--- config.mk ---
export PLATFORM = sky130hd
export DESIGN_NAME = fwd_hazard_unit_flat
export DESIGN_NICKNAME = d
export VERILOG_FILES = /design/src/rtl/fwd_hazard_unit_if.sv /design/src/rtl/fwd_hazard_unit.sv /design/src/flat_wrapper.sv
export SDC_FILE = /design/constraint.sdc
export NUM_CORES = 1
export LEC_CHECK = 0
export CAP_MARGIN = 25
export CORE_AREA = 8 8 121 123
export CTS_CLUSTER_DIAMETER = 150
export DETAILED_ROUTE_END_ITERATION = 8
export DIE_AREA = 0 0 129 131
export GPL_TIMING_DRIVEN = 0
export PLACE_DENSITY = 0.77
export SLEW_MARGIN = 30
export SYNTH_ARGS = -nofsm -noshare
export SYNTH_HDL_FRONTEND = slang
export SYNTH_HIERARCHICAL = 1
export SYNTH_SLANG_ARGS = --single-unit
--- constraint.sdc ---
create_clock -name clk -period 3.23 [get_ports clk]
set_input_delay 0.969 -clock clk [delete_from_list [all_inputs] [get_ports clk]]
set_output_delay 0.969 -clock clk [all_outputs]
set_load 0.03 [all_outputs]
--- src/rtl/fwd_hazard_unit_if.sv ---
// ID <-> forwarding/hazard unit bundle.
// The master side (ID stage) drives the issue and read-port requests.
// The slave side (fwd_hazard_unit) returns the resolved operands and the stall.
interface fwd_hazard_unit_if #(
  parameter int DATA_W = 32,
  parameter int NRP    = 2,
  parameter int DEPTH  = 3
);
  logic                           id_issue;
  logic [4:0]                     id_wr_addr;
  logic [1:0]                     id_tnew;
  logic [NRP-1:0][4:0]            id_rd_addr;
  logic [NRP-1:0]                 id_rd_use;
  logic [NRP-1:0][DATA_W-1:0]     rf_rdata;
  logic [DEPTH-1:0][DATA_W-1:0]   stage_data;
  logic [NRP-1:0][DATA_W-1:0]     fwd_data;
  logic [NRP-1:0][1:0]            fwd_sel;
  logic                           stall;

  modport master (
    output id_issue, id_wr_addr, id_tnew, id_rd_addr, id_rd_use,
           rf_rdata, stage_data,
    input  fwd_data, fwd_sel, stall
  );

  modport slave (
    input  id_issue, id_wr_addr, id_tnew, id_rd_addr, id_rd_use,
           rf_rdata, stage_data,
    output fwd_data, fwd_sel, stall
  );
endinterface

--- src/rtl/fwd_hazard_unit.sv ---
// Forwarding + stall controller for the 5-stage MIPS pipeline (sits beside ID).
// A scoreboard shift register tracks in-flight writes in EX/MEM/WB; each ID
// read port picks the youngest matching entry and either forwards that stage's
// result or requests a stall if the value is not produced yet.
// Optional feature macro: FWD_HILO_EN adds a mult/div busy counter and
// HI/LO read stalls (ports md_start, hilo_rd, md_busy).

// Per-read-port lookup: youngest (lowest index) matching entry wins, even when
// it is not ready yet, so an older ready copy never leaks through.
module fwd_hazard_port #(
  parameter int DATA_W = 32,
  parameter int DEPTH  = 3
) (
  input  logic [4:0]                   rd_addr,
  input  logic                         rd_use,
  input  logic [DATA_W-1:0]            rf_rdata,
  input  logic [DEPTH-1:0]             sb_vld,
  input  logic [DEPTH-1:0][4:0]        sb_addr,
  input  logic [DEPTH-1:0][1:0]        sb_tnew,
  input  logic [DEPTH-1:0][DATA_W-1:0] stage_data,
  output logic [DATA_W-1:0]            fwd_data,
  output logic [1:0]                   fwd_sel,
  output logic                         stall_req
);
  logic pend;

  // Scan oldest to youngest so the youngest hit overwrites older ones.
  always_comb begin
    fwd_data = rf_rdata;
    fwd_sel  = 2'd0;
    pend     = 1'b0;
    if (rd_addr != 5'd0) begin
      for (int k = DEPTH - 1; k >= 0; k--) begin
        if (sb_vld[k] && (sb_addr[k] == rd_addr)) begin
          fwd_data = stage_data[k];
          fwd_sel  = 2'(k + 1);
          pend     = (sb_tnew[k] != 2'd0);
        end
      end
    end
    stall_req = pend & rd_use;
  end
endmodule

module fwd_hazard_unit #(
  parameter int DATA_W = 32,
  parameter int NRP    = 2,
  parameter int DEPTH  = 3,
  parameter int MD_LAT = 5
) (
  input  logic              clk,
  input  logic              reset,
  fwd_hazard_unit_if.slave  bus
`ifdef FWD_HILO_EN
  ,
  input  logic              md_start,
  input  logic              hilo_rd,
  output logic              md_busy
`endif
);
  // Scoreboard: index 0 = EX, 1 = MEM, 2 = WB.
  logic [DEPTH-1:0]          sb_vld_q, sb_vld_d;
  logic [DEPTH-1:0][4:0]     sb_addr_q, sb_addr_d;
  logic [DEPTH-1:0][1:0]     sb_tnew_q, sb_tnew_d;

  logic [NRP-1:0]              stall_req;
  logic [NRP-1:0][DATA_W-1:0]  fwd_data;
  logic [NRP-1:0][1:0]         fwd_sel;
  logic                        reg_stall;
  logic                        stall;
  logic                        issue_ok;

  // One lookup instance per read port.
  for (genvar gp = 0; gp < NRP; gp++) begin : g_port
    fwd_hazard_port #(
      .DATA_W (DATA_W),
      .DEPTH  (DEPTH)
    ) u_port (
      .rd_addr    (bus.id_rd_addr[gp]),
      .rd_use     (bus.id_rd_use[gp]),
      .rf_rdata   (bus.rf_rdata[gp]),
      .sb_vld     (sb_vld_q),
      .sb_addr    (sb_addr_q),
      .sb_tnew    (sb_tnew_q),
      .stage_data (bus.stage_data),
      .fwd_data   (fwd_data[gp]),
      .fwd_sel    (fwd_sel[gp]),
      .stall_req  (stall_req[gp])
    );
  end

  assign reg_stall = |stall_req;

`ifdef FWD_HILO_EN
  localparam int CW = $clog2(MD_LAT + 1);
  logic [CW-1:0] md_cnt_q, md_cnt_d;

  // Busy countdown; a new start (even while busy) reloads the full latency.
  always_comb begin
    md_cnt_d = md_cnt_q;
    if (md_start)
      md_cnt_d = CW'(MD_LAT);
    else if (md_cnt_q != '0)
      md_cnt_d = md_cnt_q - CW'(1);
  end

  // Busy counter register.
  always_ff @(posedge clk or negedge reset) begin
    if (!reset) md_cnt_q <= '0;
    else        md_cnt_q <= md_cnt_d;
  end

  assign md_busy = (md_cnt_q != '0);
  assign stall   = reg_stall | (hilo_rd & (md_busy | md_start));
`else
  assign stall   = reg_stall;
`endif

  assign issue_ok = bus.id_issue & ~stall;

  // Scoreboard shift: new entry (or bubble) into EX, others age by one stage
  // with tnew counting down to zero.
  always_comb begin
    sb_vld_d     = '0;
    sb_addr_d    = '0;
    sb_tnew_d    = '0;
    if (issue_ok && (bus.id_wr_addr != 5'd0)) begin
      sb_vld_d[0]  = 1'b1;
      sb_addr_d[0] = bus.id_wr_addr;
      sb_tnew_d[0] = bus.id_tnew;
    end
    for (int k = 1; k < DEPTH; k++) begin
      sb_vld_d[k]  = sb_vld_q[k-1];
      sb_addr_d[k] = sb_addr_q[k-1];
      sb_tnew_d[k] = (sb_tnew_q[k-1] == 2'd0) ? 2'd0 : sb_tnew_q[k-1] - 2'd1;
    end
  end

  // Scoreboard registers; reset clears every entry so nothing stalls.
  always_ff @(posedge clk or negedge reset) begin
    if (!reset) begin
      sb_vld_q  <= '0;
      sb_addr_q <= '0;
      sb_tnew_q <= '0;
    end else begin
      sb_vld_q  <= sb_vld_d;
      sb_addr_q <= sb_addr_d;
      sb_tnew_q <= sb_tnew_d;
    end
  end

  assign bus.fwd_data = fwd_data;
  assign bus.fwd_sel  = fwd_sel;
  assign bus.stall    = stall;
endmodule
--- src/flat_wrapper.sv ---
// flat-port wrapper written by rule: the top's interface ports become plain ports
module fwd_hazard_unit_flat 
#(
  parameter int DATA_W = 32,
  parameter int NRP    = 2,
  parameter int DEPTH  = 3,
  parameter int MD_LAT = 5
)
  (clk, reset, bus_id_issue, bus_id_wr_addr, bus_id_tnew, bus_id_rd_addr, bus_id_rd_use, bus_rf_rdata, bus_stage_data, bus_fwd_data, bus_fwd_sel, bus_stall);
  fwd_hazard_unit_if #(.DATA_W(DATA_W), .NRP(NRP), .DEPTH(DEPTH)) bus_i ();
  input  logic clk;
  input  logic reset;
  input wire logic [$bits(bus_i.id_issue)-1:0] bus_id_issue;
  input wire logic [$bits(bus_i.id_wr_addr)-1:0] bus_id_wr_addr;
  input wire logic [$bits(bus_i.id_tnew)-1:0] bus_id_tnew;
  input wire logic [$bits(bus_i.id_rd_addr)-1:0] bus_id_rd_addr;
  input wire logic [$bits(bus_i.id_rd_use)-1:0] bus_id_rd_use;
  input wire logic [$bits(bus_i.rf_rdata)-1:0] bus_rf_rdata;
  input wire logic [$bits(bus_i.stage_data)-1:0] bus_stage_data;
  output wire logic [$bits(bus_i.fwd_data)-1:0] bus_fwd_data;
  output wire logic [$bits(bus_i.fwd_sel)-1:0] bus_fwd_sel;
  output wire logic [$bits(bus_i.stall)-1:0] bus_stall;
  assign bus_i.id_issue = bus_id_issue;
  assign bus_i.id_wr_addr = bus_id_wr_addr;
  assign bus_i.id_tnew = bus_id_tnew;
  assign bus_i.id_rd_addr = bus_id_rd_addr;
  assign bus_i.id_rd_use = bus_id_rd_use;
  assign bus_i.rf_rdata = bus_rf_rdata;
  assign bus_i.stage_data = bus_stage_data;
  assign bus_fwd_data = bus_i.fwd_data;
  assign bus_fwd_sel = bus_i.fwd_sel;
  assign bus_stall = bus_i.stall;
  fwd_hazard_unit #(.DATA_W(DATA_W), .NRP(NRP), .DEPTH(DEPTH), .MD_LAT(MD_LAT)) u_core (.clk(clk), .reset(reset), .bus(bus_i));
endmodule
==> out/qor.yml <==
grt:
  antenna_found_initial: 0
  track_usage: 0.305
  gr-total-overflow: 0
  grt_max_degree: 25
  grt_pass1_vias: 7207
  grt_pass1_wl_um: 40200
synth:
  synth_fp_nets: 747
  syn_area_per_cell_um2: 7.87
  synth_cell_types: 33
  ys_seq_elements: 24
  yosysWarnings: 6
  postSynthCellCount: 565
  synthTopCellsByArea: "o31ai_2, dfrtp_1, and3_1"
  post-synth-top-area-cell: "o31ai_2"
  synth.top_cell.area_share: 0.163
  seq_area_frac_synth: 0.135
  synth_area_um2: 4440
clocking:
  path_clk_slew_ns: 0.06
  hold_buffers: 0
  clk_path_buf_depth: 2
  insertion_delay_ns: 0.26
  cts_sinks: 24
  cts_tree: "yes"
  numCtsBuffers: 3
  cts_root_buffer: "clkbuf_16"
  htree_levels: 1
cells_and_area:
  fillers: 786
  register_area_um2: 601
  multi_input_area_um2: 5060
  finalNetCount: 1052
  layout-drive-gt1-share: 0.517
  antennaDiodeCount: 0
  design_area_um2: 9900
  instances_no_fill: 1045
  syn_to_final_growth_pct: 123
drt:
  drtPass1Iterations: 5
  route.detailed.drc: 0
  vias_per_cell: 6.53
  drt-initial-drc-count: 831
  via_count: 6824
  wl_per_cell_um: 27.5
  wirelength_um: 28800
  ant_nets: 0
floorplanning:
  rows: 42
  dieArea_um2: 16900
  die_h_um: 131
  core_area_um2: 12900
  ios: 251
  initial_utilization: 0.345
  die_x_um: 129
timing:
  finalCriticalPeriod_ns: 3.65
  skew_ns: 0.00306
  setup_ws_ns: -0.422
  min_period_over_period: 1.13
  slew_headroom: 0.598
  worst_pin_slew_ns: 0.603
  slew_viol_final: 0
  hold_viol_final: 0
  rsz0062_at_grt: "yes"
  setup_viol: 69
  fmax_mhz: 274
placed_design:
  io_buffers: 250
  placed_area_um2: 7840
  placedCellCount: 991
  routabilityCongestion: 0.907
  post-dp-hpwl_um: 18500
  post-place-ws_ns: -1.95
power:
  leakagePower_nw: 3.89
  power_density_nw_per_um2: 201
  power_mw: 1.99
  max-vdd-ir-drop_mv: 0.177
status:
  status: "finished with violations"
  violations: "negative setup slack"
setup_path:
  cpPeakStageDelay_ns: 0.27
  critical_path_arrival_ns: 2.68
  crit_path_end_kind: "output pin"
  critical_path_required_ns: 2.26
  worstSetupStartpointType: "primary input"
  crit_slowest_cell: "nor2_4"
  critPathKind: "in -> out"
  path_cells: "buf_12, xnor2_1, nand4_1, nor2_4, buf_8, a21oi_1, a221oi_2, or2_4, buf_6"
  path_max_fanout: 10
hold_path:
  hold_class: "reg -> reg"
job:
  drv_cap: 0
==> worst max-delay path: cells and delay by family <==
| family | cells | cell delay (ns) |
|---|---|---|
| XOR/XNOR | 1 | 0.21 |
| AND/OR/NAND/NOR | 3 | 0.69 |
| buffers and inverters | 3 | 0.44 |
| AO/OA/AOI/OAI | 2 | 0.37 |
==> path summary, 6_finish.rpt <==
kind	startpoint	endpoint	slack, ns	cells past startpoint
min in group asynchronous	reset	u_core/sb_tnew_q[0]	0.68	1
setup reg to reg	u_core/sb_addr_d[13]	u_core/sb_tnew_q[1]	0.64	10
hold / removal	u_core/sb_vld_q[0]	u_core/sb_vld_q[1]	0.42	0
max in group asynchronous	reset	u_core/sb_addr_d[11]	2.19	1
setup / recovery	bus_id_rd_addr[3]	bus_stall	-0.42	9
hold reg to reg	u_core/sb_vld_q[0]	u_core/sb_vld_q[1]	0.42	0
==> logic make-up (layout without fill, tap and decap cells) <==
kind of cell | Yosys count | after routing | share of synthesized area
AO/OA/AOI/OAI | 261 | 261 | 0.504
AND/OR/NAND/NOR | 184 | 184 | 0.223
buffers and inverters | 66 | 370 | 0.0788
XOR/XNOR | 30 | 30 | 0.0591
flip-flops | 24 | 24 | 0.135
==> sequential cells by signal, indices dropped and copies added, names as in the netlist <==
name and count:
u_core/sb_addr_d 10, u_core/sb_vld_q 3, u_core/sb_tnew_q 6, u_core/sb_addr_q 5
==> Yosys cell counts <==
cell type  instances
or3_4              1
nor3_1             2
and2_2             1
nand2b_4           2
a31oi_1           64
nand4_1            2
a211oi_1          48
nand2_2            2
a21boi_0          54
o211ai_1           2
dfrtp_1           24
a221oi_1           2
o31ai_2           58
buf_2              4
xnor2_1           18
a21oi_1            8
o311a_1            2
or2_2              5
buf_4              2
a211oi_2          16
nor4_1             2
nor2_1            72
o31ai_1            6
clkbuf_1          48
nor2b_1            2
and4_4             2
xor2_1            12
and2_1             8
buf_6             12
nand2_1            6
nor3b_2            1
o31a_2             1
and3_1            76
==> placed cells by master (no fill, tap or decap), types with 21 or more instances in the layout <==
cell               n
clkdlybuf4s50_1  170
buf_6             82
and3_1            76
o31ai_4           64
a211oi_2          50
nor2_2            50
a31oi_1           44
buf_4             37
a21boi_0          29
dfrtp_1           24
buf_12            21
==> power by group <==
group	switching, mW	total (mW)	internal [mW]
registers	0.0227	0.340	0.317
clock network	0.104	0.294	0.189
logic	0.680	1.36	0.679
==> cell type report <==
class                      instances  area share
multi-input combinational        475       0.511
buffer                            60      0.0634
sequential                        24      0.0607
timing repair buffer             306       0.334
tap                              176      0.0222
clock buffer                       4     0.00897
==> per-stage QoR <==
step / hold slack (ns) / setup TNS (ns) / util
floorplan: 0.359 / -0.137 / -
global placement: 0.368 / -125.82 / 0.609
detailed placement: 0.383 / -128.55 / 0.609
CTS: 0.400 / -20.02 / 0.735
global route: 0.417 / -25.08 / 0.769
finish: 0.415 / -23.04 / 0.769
==> timing repair <==
item	4_1_cts	5_1_grt
pin swaps	41	34
resized for setup	809	93
endpoints found under the setup margin	77	69
cloned	6	2
hold endpoints to repair	0	0
setup buffers	38	12
==> layer usage <==
metal	global-route usage	wire [µm]
met4	0.141	1440
met3	0.0580	3040
met1	0.351	10000
met2	0.536	14300
met5	0	0
Power figures use the tool's default switching activity.
